File: src/rtl/sbqm_pkg.sv
// Shared types and constants for the bank-queue sequencing controller.
// Holds the FSM encoding, the service-time factor and the wait-time width helper.
package sbqm_pkg;

  typedef enum logic [1:0] {
    ST_IDLE,
    ST_DIV,
    ST_DONE
  } sbqm_state_e;

  localparam int SERVICE_MIN = 3;

  // Wait time of "no teller on duty"; callers slice it to their Wtime width.
  localparam logic [31:0] WTIME_NO_TELLER = '1;

  function automatic int wtime_w(input int n);
    return n + 2;
  endfunction

endpackage

File: src/rtl/sbqm_wait_div.sv
// Sequential restoring divider: W-bit dividend by 2-bit divisor, one quotient
// bit per cycle MSB first; done_o is high during the cycle of the last step.
module sbqm_wait_div
  import sbqm_pkg::*;
#(
  parameter int W = 5
) (
  input  logic         clk,
  input  logic         reset,
  input  logic         start_i,
  input  logic [W-1:0] dividend_i,
  input  logic [1:0]   divisor_i,
  output logic         busy_o,
  output logic         done_o,
  output logic [W-1:0] quotient_o
);

  localparam int CW = (W > 1) ? $clog2(W) : 1;

  logic [CW-1:0] cnt_q;
  logic          busy_q;
  logic [1:0]    rem_q;
  logic [1:0]    dvs_q;
  logic [W-1:0]  dq_q;
  logic [2:0]    trial;
  logic [2:0]    diff;
  logic          ge;

  // Dividend bits shift out of dq_q while quotient bits shift in behind them.
  assign trial = {rem_q, dq_q[W-1]};
  assign diff  = trial - {1'b0, dvs_q};
  assign ge    = (trial >= {1'b0, dvs_q});

  always_ff @(posedge clk) begin
    if (reset) begin
      busy_q <= 1'b0;
      cnt_q  <= '0;
    end else if (start_i) begin
      busy_q <= 1'b1;
      cnt_q  <= CW'(W - 1);
    end else if (busy_q) begin
      if (cnt_q == '0) busy_q <= 1'b0;
      else             cnt_q  <= cnt_q - CW'(1);
    end
  end

  always_ff @(posedge clk) begin
    if (start_i) begin
      dq_q  <= dividend_i;
      rem_q <= 2'b00;
      dvs_q <= divisor_i;
    end else if (busy_q) begin
      dq_q  <= {dq_q[W-2:0], ge};
      rem_q <= ge ? diff[1:0] : trial[1:0];
    end
  end

  assign busy_o     = busy_q;
  assign done_o     = busy_q & (cnt_q == '0);
  assign quotient_o = dq_q;

endmodule

File: src/rtl/sbqm_queue_ctrl.sv
// Bank-queue sequencing controller: photocell edge detect, saturating occupancy
// count and a wait-time recompute FSM wrapped around the restoring divider.
module sbqm_queue_ctrl
  import sbqm_pkg::*;
#(
  parameter int N = 3,
  parameter int W = wtime_w(N)
) (
  input  logic         clk,
  input  logic         reset,
  input  logic         photo_a,
  input  logic         photo_b,
  input  logic [1:0]   tcount,
  output logic [N-1:0] Pcount,
  output logic [W-1:0] Wtime,
  output logic         wtime_valid,
  output logic         enter_reject,
  output logic         exit_error
);

  localparam logic [N-1:0] P_FULL = '1;

  logic        pa_q, pb_q, ev_a, ev_b;
  logic [N-1:0] pcount_q, pcount_d;
  logic        chg_q, rej_q, rej_d, err_q, err_d;
  logic [1:0]  tcount_q, tcount_d;
  sbqm_state_e state_q, state_d;
  logic        pend_q, pend_d, pend_any;
  logic [W-1:0] wtime_q, wtime_d, res_q, res_d, dividend, sum_w;
  logic        vld_q, vld_d, use_div_q, use_div_d;
  logic        trigger, div_start, div_busy, div_done;
  logic [W-1:0] div_quo;

  assign ev_a = pa_q & ~photo_a;
  assign ev_b = pb_q & ~photo_b;

  always_comb begin
    pcount_d = pcount_q;
    rej_d    = 1'b0;
    err_d    = 1'b0;
    if (ev_a && !ev_b) begin
      if (pcount_q != P_FULL) pcount_d = pcount_q + N'(1);
      else                    rej_d    = 1'b1;
    end else if (ev_b && !ev_a) begin
      if (pcount_q != '0) pcount_d = pcount_q - N'(1);
      else                err_d    = 1'b1;
    end
  end

  assign trigger  = chg_q | (tcount != tcount_q);
  assign pend_any = pend_q | trigger;
  assign sum_w    = W'(pcount_q) + W'(tcount) - W'(1);
  assign dividend = sum_w * W'(SERVICE_MIN);

  always_comb begin
    state_d   = state_q;
    pend_d    = pend_q;
    tcount_d  = tcount_q;
    wtime_d   = wtime_q;
    vld_d     = vld_q;
    res_d     = res_q;
    use_div_d = use_div_q;
    div_start = 1'b0;
    unique case (state_q)
      ST_IDLE: begin
        if (pend_any) begin
          vld_d    = 1'b0;
          pend_d   = 1'b0;
          tcount_d = tcount;
          if (tcount == 2'd0) begin
            res_d     = WTIME_NO_TELLER[W-1:0];
            use_div_d = 1'b0;
            state_d   = ST_DONE;
          end else if (pcount_q == '0) begin
            res_d     = '0;
            use_div_d = 1'b0;
            state_d   = ST_DONE;
          end else begin
            div_start = ~div_busy;
            use_div_d = 1'b1;
            state_d   = ST_DIV;
          end
        end
      end
      ST_DIV: begin
        if (trigger) begin
          pend_d   = 1'b1;
          tcount_d = tcount;
        end
        if (div_done) state_d = ST_DONE;
      end
      ST_DONE: begin
        // A trigger arriving now still lands in pending; the result is kept
        // but not flagged valid until the follow-up recompute completes.
        if (trigger) tcount_d = tcount;
        wtime_d = use_div_q ? div_quo : res_q;
        vld_d   = ~pend_any;
        pend_d  = pend_any;
        state_d = ST_IDLE;
      end
      default: state_d = ST_IDLE;
    endcase
  end

  always_ff @(posedge clk) begin
    if (reset) begin
      pa_q     <= 1'b0;
      pb_q     <= 1'b0;
      pcount_q <= '0;
      chg_q    <= 1'b0;
      rej_q    <= 1'b0;
      err_q    <= 1'b0;
      tcount_q <= tcount;
      state_q  <= ST_IDLE;
      pend_q   <= 1'b0;
      wtime_q  <= '0;
      vld_q    <= 1'b1;
    end else begin
      pa_q     <= photo_a;
      pb_q     <= photo_b;
      pcount_q <= pcount_d;
      chg_q    <= (pcount_d != pcount_q);
      rej_q    <= rej_d;
      err_q    <= err_d;
      tcount_q <= tcount_d;
      state_q  <= state_d;
      pend_q   <= pend_d;
      wtime_q  <= wtime_d;
      vld_q    <= vld_d;
    end
  end

  always_ff @(posedge clk) begin
    res_q     <= res_d;
    use_div_q <= use_div_d;
  end

  sbqm_wait_div #(.W(W)) u_div (
    .clk        (clk),
    .reset      (reset),
    .start_i    (div_start),
    .dividend_i (dividend),
    .divisor_i  (tcount),
    .busy_o     (div_busy),
    .done_o     (div_done),
    .quotient_o (div_quo)
  );

  assign Pcount       = pcount_q;
  assign Wtime        = wtime_q;
  assign wtime_valid  = vld_q;
  assign enter_reject = rej_q;
  assign exit_error   = err_q;

endmodule

File: config.mk
export PLATFORM = sky130hd
export DESIGN_NAME = sbqm_queue_ctrl
export DESIGN_NICKNAME = d
export VERILOG_FILES = /design/src/rtl/sbqm_pkg.sv /design/src/rtl/sbqm_wait_div.sv /design/src/rtl/sbqm_queue_ctrl.sv
export SDC_FILE = /design/constraint.sdc
export NUM_CORES = 1
export LEC_CHECK = 0
export ABC_AREA = 1
export BUFFER_PORTS_ARGS = -buffer_cell sky130_fd_sc_hd__buf_2
export CORE_MARGIN = 3
export CORE_UTILIZATION = 53
export CTS_CLUSTER_DIAMETER = 60
export DETAILED_ROUTE_END_ITERATION = 12
export PLACE_DENSITY = 0.75
export SYNTH_ARGS = -nofsm -noshare
export SYNTH_HDL_FRONTEND = slang
export SYNTH_SLANG_ARGS = --single-unit
File: constraint.sdc
create_clock -name clk -period 2.7 [get_ports clk]
set_input_delay 0.54 -clock clk [delete_from_list [all_inputs] [get_ports clk]]
set_output_delay 0.54 -clock clk [all_outputs]
set_load 0.02 [all_outputs]
==> flow_metrics.env, run 1 <==
export IMPL_outcome="finished clean"
export IMPL_synth_area_top_cells="dfxtp_1 24%, edfxtp_1 17%, ha_1 12%, inv_1 8.9%, nand2_1 8.4%"
export IMPL_slowest_library_cell_on_the_worst_path="fa_2"
export IMPL_synth_top_cell_by_area="dfxtp_1"
export IMPL_grt_remaining_overflow=0
export IMPL_power_total_mw=1.41
export IMPL_nets=281
export IMPL_worst_pin_slew_ns=0.491
export IMPL_critical_path_endpoint_type="flip-flop"
export IMPL_yosys_area_top_type_share_pct=23.9
export IMPL_cts_path_max_buffers=2
export IMPL_max_cap_viol_count=0
export IMPL_fp_dieArea_mm2=0.00440
export IMPL_timing_reg2reg_setup_slack_ns=0.12
export IMPL_synth_seq_area_share_pct=41.0
export IMPL_finish_instance_area_mm2=0.00214
export IMPL_syn_area_per_cell_um2=8.43
export IMPL_tns_ns=0
export IMPL_clock_latency_reported_for_the_late_side_of_the_worst_skew_pair_ns=0.33
export IMPL_timing_critical_path_slowest_cell_delay_ns=0.60
export IMPL_dpl_instance_area_mm2=0.00209
export IMPL_timing_worst_setup_path_type="flip-flop to flip-flop"
export IMPL_dp_hpwl_mm=2.69
export IMPL_routabilityCongestion=0.810
export IMPL_final_max_slew_violation_count=0
export IMPL_first_global_vias=1420
export IMPL_worst_hold_slack_across_all_endpoints_ns=0.435
export IMPL_grt_start_max_net_pins=15
export IMPL_ys_warn_count=0
export IMPL_syn_inst=229
export IMPL_final_setup_skew_ns=0.0113
export IMPL_drive_above_1_share_pct=17.7
export IMPL_setup_fix_buffers_added_after_clock_tree_synthesis=0
export IMPL_cts_tree="done"
export IMPL_fin_crit_sh_pct=95.6
export IMPL_initialDrtViolationCount=45
export IMPL_synth_cell_types=32
export IMPL_totalWireLength_mm=3.43
export IMPL_initial_utilization_pct=56.5
export IMPL_portBuffers=16
export IMPL_hold_buffers=0
export IMPL_power_density_mw_per_mm2=658
export IMPL_cellLeakagePower_nw=1.06
export IMPL_route_detailed_drc=0
export IMPL_fin_crit_ns=2.58
export IMPL_timing_slew_headroom_pct=66.9
export IMPL_mappedNetlistNets=256
export IMPL_number_of_placed_cells_counting_well_taps=293
export IMPL_routed_via_count=1501
export IMPL_drt_pre_antenna_iters=4
export IMPL_crit_chain="inv_1 > ha_1 > inv_1 > ha_1 > inv_2 > fa_2 > ha_1 > a21oi_2 > nor2_1 > nor2_1 > xor2_1 > o21ai_0"
export IMPL_wl_per_cell_um=11.4
export IMPL_multi_input_comb_area_um2=932
export IMPL_clock_sinks=34
export IMPL_nFillCells=322
export IMPL_most_common_library_cell_in_the_layout_ignoring_fill_and_taps="inv_1"
export IMPL_syn_to_final_growth_pct=11.2
export IMPL_cts_buffers_inserted=5
export IMPL_cts_reportedPaths_clkPinSlew_ns=0.10
export IMPL_crit_fanout=3
export IMPL_synth_seq_cells=34
export IMPL_timing_hold_worst_class="input port to flip-flop"
export IMPL_cp_common_cell="ha_1"
export IMPL_timing_hold_violations_final=0
export IMPL_finish_cell_count_without_fillers=300
export IMPL_dp_slack_ns=-0.197
export IMPL_grt_total_usage_pct=18.1
export IMPL_timing_critical_path_max_delay_family="adder cells"
export IMPL_via_to_cell_ratio=5.00
export IMPL_number_of_nets_with_antenna_violations_after_routing=0
export IMPL_top_level_ports=17
export IMPL_required_time_of_the_critical_path_ns=2.78
export IMPL_fin_util_pct=62.8
export IMPL_grt_first_pass_wirelength_mm=6.07
export IMPL_worst_endpoint_arrival_ns=2.66
export IMPL_floorplan_core_area_mm2=0.00342
export IMPL_worst_path_buf_inv=3
export IMPL_timing_fmax_ghz=0.387
export IMPL_cts_max_level=2
export IMPL_core_rowCount=21
export IMPL_die_y_um=66.3
export IMPL_ff_latch_area_um2=792
export IMPL_antenna_found_initial=0
export IMPL_synthesis_area_mm2=0.00193
export IMPL_rsz0062_at_grt="yes"
export IMPL_final_setup_worst_slack_ns=0.119
export IMPL_clockRootBuffer="clkbuf_4"
export IMPL_antenna_cells_inserted=0
export IMPL_die_width_um=66.3
export IMPL_cp_start_kind="flip-flop"
export IMPL_setup_viol=0
export IMPL_vdd_drop_max_uv=272
export IMPL_mostFrequentLayoutCells="45 x inv_1, 43 x nand2_1, 22 x dfxtp_1"
==> registers in the layout (all words and copies together) (netlist names), 2 cells and up <==
signal	count
tcount_q	2
u_div.cnt_q	3
Wtime	5
u_div.quotient_o	5
u_div.dvs_q	2
u_div.rem_q	2
Pcount	3
state_q	2
==> repair_timing <==
item / 4_1_cts / 5_1_grt
endpoints found under the hold margin: 0 / 0
gates resized for setup: 0 / 4
setup endpoints to repair: 0 / 2
==> path summary, 6_finish.rpt <==
kind	from	endpoint	depth (start not counted)
worst max-delay path	Pcount[1]	u_div.quotient_o[4]	12
worst min-delay path	photo_a	pa_q	3
worst max register to register	Pcount[1]	u_div.quotient_o[4]	12
worst min register to register	u_div.cnt_q[0]	u_div.cnt_q[0]	2
==> tightest hold or removal path, cell delays in order <==
cell	delay, ns
buf_2	0.07
inv_1	0.05
nor2_1	0.07
==> power by group <==
part,switching [mW],leakage [nW],internal (mW)
Sequential,0.0479,0.294,0.619
Combinational,0.298,0.734,0.185
Clock,0.166,0.0308,0.0936
==> layer usage <==
metal  global-route usage (%)  part of all wire, %  vias to the layer above  wire length [um]
li1                         -                    -                      777                 -
met1                     22.2                   45                      685              1550
met2                     30.9                   49                       33              1680
met3                     3.57                  4.5                        6               156
met4                     7.61                  1.4                        0                48
met5                        0                    0                        -                 0
==> layout make-up <==
| class | instances | share of cell area, % |
|---|---|---|
| Clock buffer | 5 | 1.75 |
| Clock inverter | 2 | 0.467 |
| Inverter | 50 | 8.87 |
| Multi-Input combinational cell | 141 | 43.5 |
| Sequential cell | 34 | 36.9 |
| Tap cell | 46 | 2.68 |
| Timing Repair Buffer | 22 | 5.83 |
==> synth_stat cells (all sizes together) <==
cell    count
o221ai      5
edfxtp     11
nor2       14
o21ai      15
fa          3
buf         1
nor3        5
a31oi       1
a211oi      1
a311oi      1
xor2        4
nand2      44
o21a        1
a21oi      13
o211ai      2
clkbuf      3
xnor2       3
ha         18
inv        50
nand3      10
or2         1
dfxtp      23
==> logic make-up (layout without fill, tap and decap cells) <==
kind of cell	count (synthesis)	count (layout)	synth area share, %
xor gates and xnor gates	7	7	3.18
buffers and inverters	54	79	11.0
AOI/OAI and AO/OA	39	39	12.8
DFF	34	34	41.0
and+or+nand+nor	74	74	17.2
adders and majority gates	21	21	14.8
Note: power is estimated with default switching activity, not from simulation.
==> run 2: changes to the inputs <==
--- a/config.mk
+++ b/config.mk
@@ -12,6 +12,7 @@
 export CTS_CLUSTER_DIAMETER = 60
 export DETAILED_ROUTE_END_ITERATION = 12
 export PLACE_DENSITY = 0.75
+export RECOVER_POWER = 50
 export SYNTH_ARGS = -nofsm -noshare
 export SYNTH_HDL_FRONTEND = slang
 export SYNTH_SLANG_ARGS = --single-unit
==> run 2 against run 1 <==
  * Clock skew fell by 0.0027 ns
  * Largest cell class unchanged
  * Largest power group unchanged
  * First-iteration DRC count rose by 29%
  * Power down 1.3%
  * Combinational power fell by 4%
  * Core utilization shrank 0.95 points
==> flow_metrics.env, run 2 (synthesis gave the netlist of run 1 again) <==
export IMPL_ff_latch_area_um2=792
export IMPL_syn_to_final_growth_pct=9.47
export IMPL_cp_start_kind="flip-flop"
export IMPL_hold_buffers=0
export IMPL_totalWireLength_mm=3.43
export IMPL_cts_tree="done"
export IMPL_worst_pin_slew_ns=0.512
export IMPL_antenna_cells_inserted=0
export IMPL_die_y_um=66.3
export IMPL_worst_path_buf_inv=3
export IMPL_cellLeakagePower_nw=1.01
export IMPL_core_rowCount=21
export IMPL_setup_viol=0
export IMPL_mostFrequentLayoutCells="45 x inv_1, 44 x nand2_1, 22 x dfxtp_1"
export IMPL_grt_first_pass_wirelength_mm=6.07
export IMPL_dpl_instance_area_mm2=0.00209
export IMPL_initial_utilization_pct=56.5
export IMPL_timing_critical_path_max_delay_family="adder cells"
export IMPL_fin_crit_ns=2.58
export IMPL_drt_pre_antenna_iters=4
export IMPL_grt_remaining_overflow=0
export IMPL_clockRootBuffer="clkbuf_4"
export IMPL_nets=281
export IMPL_worst_endpoint_arrival_ns=2.66
export IMPL_worst_hold_slack_across_all_endpoints_ns=0.433
export IMPL_die_width_um=66.3
export IMPL_cts_reportedPaths_clkPinSlew_ns=0.10
export IMPL_power_total_mw=1.39
export IMPL_timing_critical_path_slowest_cell_delay_ns=0.60
export IMPL_multi_input_comb_area_um2=920
export IMPL_routed_via_count=1503
export IMPL_cts_path_max_buffers=2
export IMPL_final_max_slew_violation_count=0
export IMPL_slowest_library_cell_on_the_worst_path="fa_2"
export IMPL_portBuffers=16
export IMPL_route_detailed_drc=0
export IMPL_dp_slack_ns=-0.197
export IMPL_outcome="finished clean"
export IMPL_timing_fmax_ghz=0.387
export IMPL_critical_path_endpoint_type="flip-flop"
export IMPL_fp_dieArea_mm2=0.00440
export IMPL_grt_start_max_net_pins=15
export IMPL_number_of_placed_cells_counting_well_taps=293
export IMPL_cts_buffers_inserted=5
export IMPL_cts_max_level=2
export IMPL_routabilityCongestion=0.810
export IMPL_dp_hpwl_mm=2.69
export IMPL_floorplan_core_area_mm2=0.00342
export IMPL_crit_fanout=3
export IMPL_timing_slew_headroom_pct=65.9
export IMPL_power_density_mw_per_mm2=659
export IMPL_nFillCells=332
export IMPL_final_setup_worst_slack_ns=0.117
export IMPL_setup_fix_buffers_added_after_clock_tree_synthesis=0
export IMPL_final_setup_skew_ns=0.00860
export IMPL_cp_common_cell="ha_1"
export IMPL_timing_hold_worst_class="input port to flip-flop"
export IMPL_required_time_of_the_critical_path_ns=2.78
export IMPL_grt_total_usage_pct=18.1
export IMPL_top_level_ports=17
export IMPL_drive_above_1_share_pct=12.2
export IMPL_clock_latency_reported_for_the_late_side_of_the_worst_skew_pair_ns=0.33
export IMPL_number_of_nets_with_antenna_violations_after_routing=0
export IMPL_most_common_library_cell_in_the_layout_ignoring_fill_and_taps="inv_1"
export IMPL_fin_crit_sh_pct=95.6
export IMPL_via_to_cell_ratio=5.01
export IMPL_vdd_drop_max_uv=272
export IMPL_clock_sinks=34
export IMPL_rsz0062_at_grt="yes"
export IMPL_finish_cell_count_without_fillers=300
export IMPL_cts_resized=0
export IMPL_first_global_vias=1420
export IMPL_timing_hold_violations_final=0
export IMPL_finish_instance_area_mm2=0.00211
export IMPL_antenna_found_initial=0
export IMPL_timing_worst_setup_path_type="flip-flop to flip-flop"
export IMPL_wl_per_cell_um=11.4
export IMPL_initialDrtViolationCount=58
export IMPL_crit_chain="inv_1 > ha_1 > inv_1 > ha_1 > inv_2 > fa_2 > ha_1 > a21oi_2 > nor2_1 > nor2_1 > xor2_1 > o21ai_0"
export IMPL_max_cap_viol_count=0
-- run 2: layout make-up --
class,instances,area share [%]
flip-flops and latches,34,37.5
multi-input cells,141,43.5
clock buffers,5,1.78
well taps,46,2.73
clock inverters,2,0.474
inverters,50,9.00
repair buffers,22,4.98
-- run 2: worst paths after layout --
kind | start | cells after the start | endpoint | slack [ns]
worst min register to register | u_div.cnt_q[0] | 2 | u_div.cnt_q[0] | 0.47
worst max register to register | Pcount[1] | 12 | u_div.quotient_o[4] | 0.12
worst min-delay path | photo_a | 3 | pa_q | 0.43
worst max-delay path | Pcount[1] | 12 | u_div.quotient_o[4] | 0.12
-- run 2: report_power, final --
group / switching [mW] / total [mW] / internal (mW)
clock: 0.165 / 0.258 / 0.0936
combinational: 0.293 / 0.466 / 0.173
sequential: 0.0485 / 0.668 / 0.619
total: 0.506 / 1.39 / 0.886
-- run 2: worst reg2reg max path: cells and delay by family (launching register included) --
family	cells	cell delay [ns]
adders and majority gates	4	1.28
DFF	1	0.35
AOI/OAI and AO/OA	2	0.21
buffers and inverters	3	0.19
and+or+nand+nor	2	0.17
xor gates and xnor gates	1	0.15
-- run 2: metal layers --
layer | global-route usage, % | part of all wire, %
met5 | 0 | 0
met4 | 7.61 | 1.4
met3 | 3.57 | 4.1
met2 | 30.9 | 48
met1 | 22.2 | 46
-- run 2: per-stage QoR --
stage                      TNS, ns  utilization (%)
after detailed placement    -0.392             61.2
final                            0             61.8
after global placement      -0.187             61.2
after CTS                        0             62.6
after global routing      -0.00511             61.8
after floorplan                  0                -
==> run 3: changes to the inputs <==
--- a/config.mk
+++ b/config.mk
@@ -11,6 +11,7 @@
 export CORE_UTILIZATION = 53
 export CTS_CLUSTER_DIAMETER = 60
 export DETAILED_ROUTE_END_ITERATION = 12
+export MAX_ROUTING_LAYER = met4
 export PLACE_DENSITY = 0.75
 export RECOVER_POWER = 50
 export SYNTH_ARGS = -nofsm -noshare
==> constraint.sdc (replaced) <==
create_clock -name clk -period 2.7 [get_ports clk]
set_input_delay 0.54 -clock clk [delete_from_list [all_inputs] [get_ports clk]]
set_output_delay 0.54 -clock clk [all_outputs]
set_load 0.005 [all_outputs]
==> run 3 against run 2 <==
  * First-iteration DRC count up 6.9%
  * Non-clock buffer count stayed put
  * Largest cell class unchanged
  * Sequential power barely moved
  * Largest power group unchanged
  * Die area unchanged
  * Register-to-register slack about the same
  * Clock-buffer cell count did not move
==> flow_metrics.env, run 3 (synthesis gave the netlist of run 1 again) <==
export IMPL_outcome="finished clean"
export IMPL_fin_crit_sh_pct=95.8
export IMPL_syn_to_final_growth_pct=9.60
export IMPL_nFillCells=332
export IMPL_clockRootBuffer="clkbuf_4"
export IMPL_timing_worst_setup_path_type="flip-flop to flip-flop"
export IMPL_die_width_um=66.3
export IMPL_core_rowCount=21
export IMPL_number_of_nets_with_antenna_violations_after_routing=0
export IMPL_timing_hold_violations_final=0
export IMPL_nets=281
export IMPL_most_common_library_cell_in_the_layout_ignoring_fill_and_taps="inv_1"
export IMPL_cp_start_kind="flip-flop"
export IMPL_final_setup_skew_ns=0.00922
export IMPL_crit_fanout=3
export IMPL_cts_reportedPaths_clkPinSlew_ns=0.10
export IMPL_timing_fmax_ghz=0.387
export IMPL_via_to_cell_ratio=5.00
export IMPL_grt_total_usage_pct=18.6
export IMPL_finish_instance_area_mm2=0.00211
export IMPL_slowest_library_cell_on_the_worst_path="fa_2"
export IMPL_routabilityCongestion=0.822
export IMPL_crit_chain="inv_1 > ha_1 > inv_1 > ha_1 > inv_2 > fa_2 > ha_1 > a21oi_2 > nor2_1 > nor2_1 > xor2_1 > o21ai_0"
export IMPL_floorplan_core_area_mm2=0.00342
export IMPL_fin_crit_ns=2.59
export IMPL_portBuffers=16
export IMPL_cts_tree="done"
export IMPL_timing_critical_path_max_delay_family="adder cells"
export IMPL_cp_common_cell="ha_1"
export IMPL_first_global_vias=1425
export IMPL_fp_dieArea_mm2=0.00440
export IMPL_grt_start_max_net_pins=15
export IMPL_grt_util_met2_pct=30.9
export IMPL_wl_per_cell_um=11.5
export IMPL_initialDrtViolationCount=62
export IMPL_timing_hold_worst_class="input port to flip-flop"
export IMPL_grt_remaining_overflow=0
export IMPL_cts_buffers_inserted=5
export IMPL_worst_endpoint_arrival_ns=2.66
export IMPL_cts_path_max_buffers=2
export IMPL_max_cap_viol_count=0
export IMPL_drive_above_1_share_pct=13.0
export IMPL_rsz0062_at_grt="yes"
export IMPL_timing_critical_path_slowest_cell_delay_ns=0.60
export IMPL_layer_with_the_highest_usage="met2"
export IMPL_routed_via_count=1500
export IMPL_totalWireLength_mm=3.45
export IMPL_top_level_ports=17
export IMPL_die_y_um=66.3
export IMPL_power_density_mw_per_mm2=646
export IMPL_tns_ns=0
export IMPL_power_total_mw=1.36
export IMPL_grt_first_pass_wirelength_mm=6.05
export IMPL_ff_latch_area_um2=792
export IMPL_required_time_of_the_critical_path_ns=2.78
export IMPL_grt_met1_usage_pct=22.2
export IMPL_antenna_cells_inserted=0
export IMPL_dpl_instance_area_mm2=0.00209
export IMPL_fin_util_pct=61.9
export IMPL_timing_slew_headroom_pct=65.9
export IMPL_route_detailed_drc=0
export IMPL_cellLeakagePower_nw=1.02
export IMPL_clock_sinks=34
export IMPL_setup_fix_buffers_added_after_clock_tree_synthesis=0
export IMPL_worst_path_buf_inv=3
export IMPL_cts_max_level=2
export IMPL_initial_utilization_pct=56.5
export IMPL_final_max_slew_violation_count=0
export IMPL_worst_pin_slew_ns=0.511
export IMPL_dp_hpwl_mm=2.69
export IMPL_clock_latency_reported_for_the_late_side_of_the_worst_skew_pair_ns=0.33
export IMPL_multi_input_comb_area_um2=920
export IMPL_critical_path_endpoint_type="flip-flop"
export IMPL_vdd_drop_max_uv=266
export IMPL_drt_pre_antenna_iters=5
export IMPL_globalRouteMet3Util_pct=3.57
export IMPL_antenna_found_initial=0
export IMPL_setup_viol=0
export IMPL_mostFrequentLayoutCells="45 x inv_1, 44 x nand2_1, 22 x dfxtp_1"
## run 3: changes by cell type in the layout (fill, tap and decap cells not counted), sizes merged
| cell | delta |
|---|---|
| buf | +2 |
| clkbuf | -2 |
## run 3: timing repair
item                       CTS  global route
hold endpoints to repair     0             0
hold buffers                 0             0
setup endpoints to repair    0             2
gates resized for setup      0             4
## run 3: final cells by class
cell class	count	area share (%)
sequential	34	37.5
inverter	50	8.99
multi-input combinational	141	43.5
clock buffer	5	1.78
clock inverter	2	0.473
tap	46	2.72
timing repair buffer	22	5.09
## run 3: worst paths after layout
check,from,to,slack [ns],depth (start not counted)
setup / recovery,Pcount[1],u_div.quotient_o[4],0.11,12
hold / removal,photo_a,pa_q,0.43,3
setup reg to reg,Pcount[1],u_div.quotient_o[4],0.11,12
hold reg to reg,u_div.cnt_q[0],u_div.cnt_q[0],0.47,2
## run 3: metal layers
layer | wire length [um] | up-vias
li1 | - | 779
met1 | 1600 | 688
met2 | 1670 | 29
met3 | 137 | 4
met4 | 35 | 0
met5 | 0 | -
## run 3: metrics by stage
step,setup WS [ns],cells,hold WS [ns]
final,0.114,300,0.432
after global routing,-0.00504,300,0.453
after CTS,0.0427,300,0.424
after detailed placement,-0.197,293,0.454
after global placement,-0.103,293,0.453
after floorplan,0.0864,229,0.437
## run 3: worst register-to-register path, cell delays in order, from the launching register on
cell	delay (ns)
dfxtp_2	0.35
inv_1	0.07
ha_1	0.28
inv_1	0.06
ha_1	0.15
inv_2	0.06
fa_2	0.60
ha_1	0.25
a21oi_2	0.12
nor2_1	0.05
nor2_1	0.12
xor2_1	0.15
o21ai_0	0.08
## run 3: where the power goes
part	internal [mW]	switching (mW)	leakage [nW]
Clock	0.0936	0.165	0.0308
Combinational	0.175	0.264	0.695
Sequential	0.619	0.0482	0.294
Total	0.888	0.477	1.02
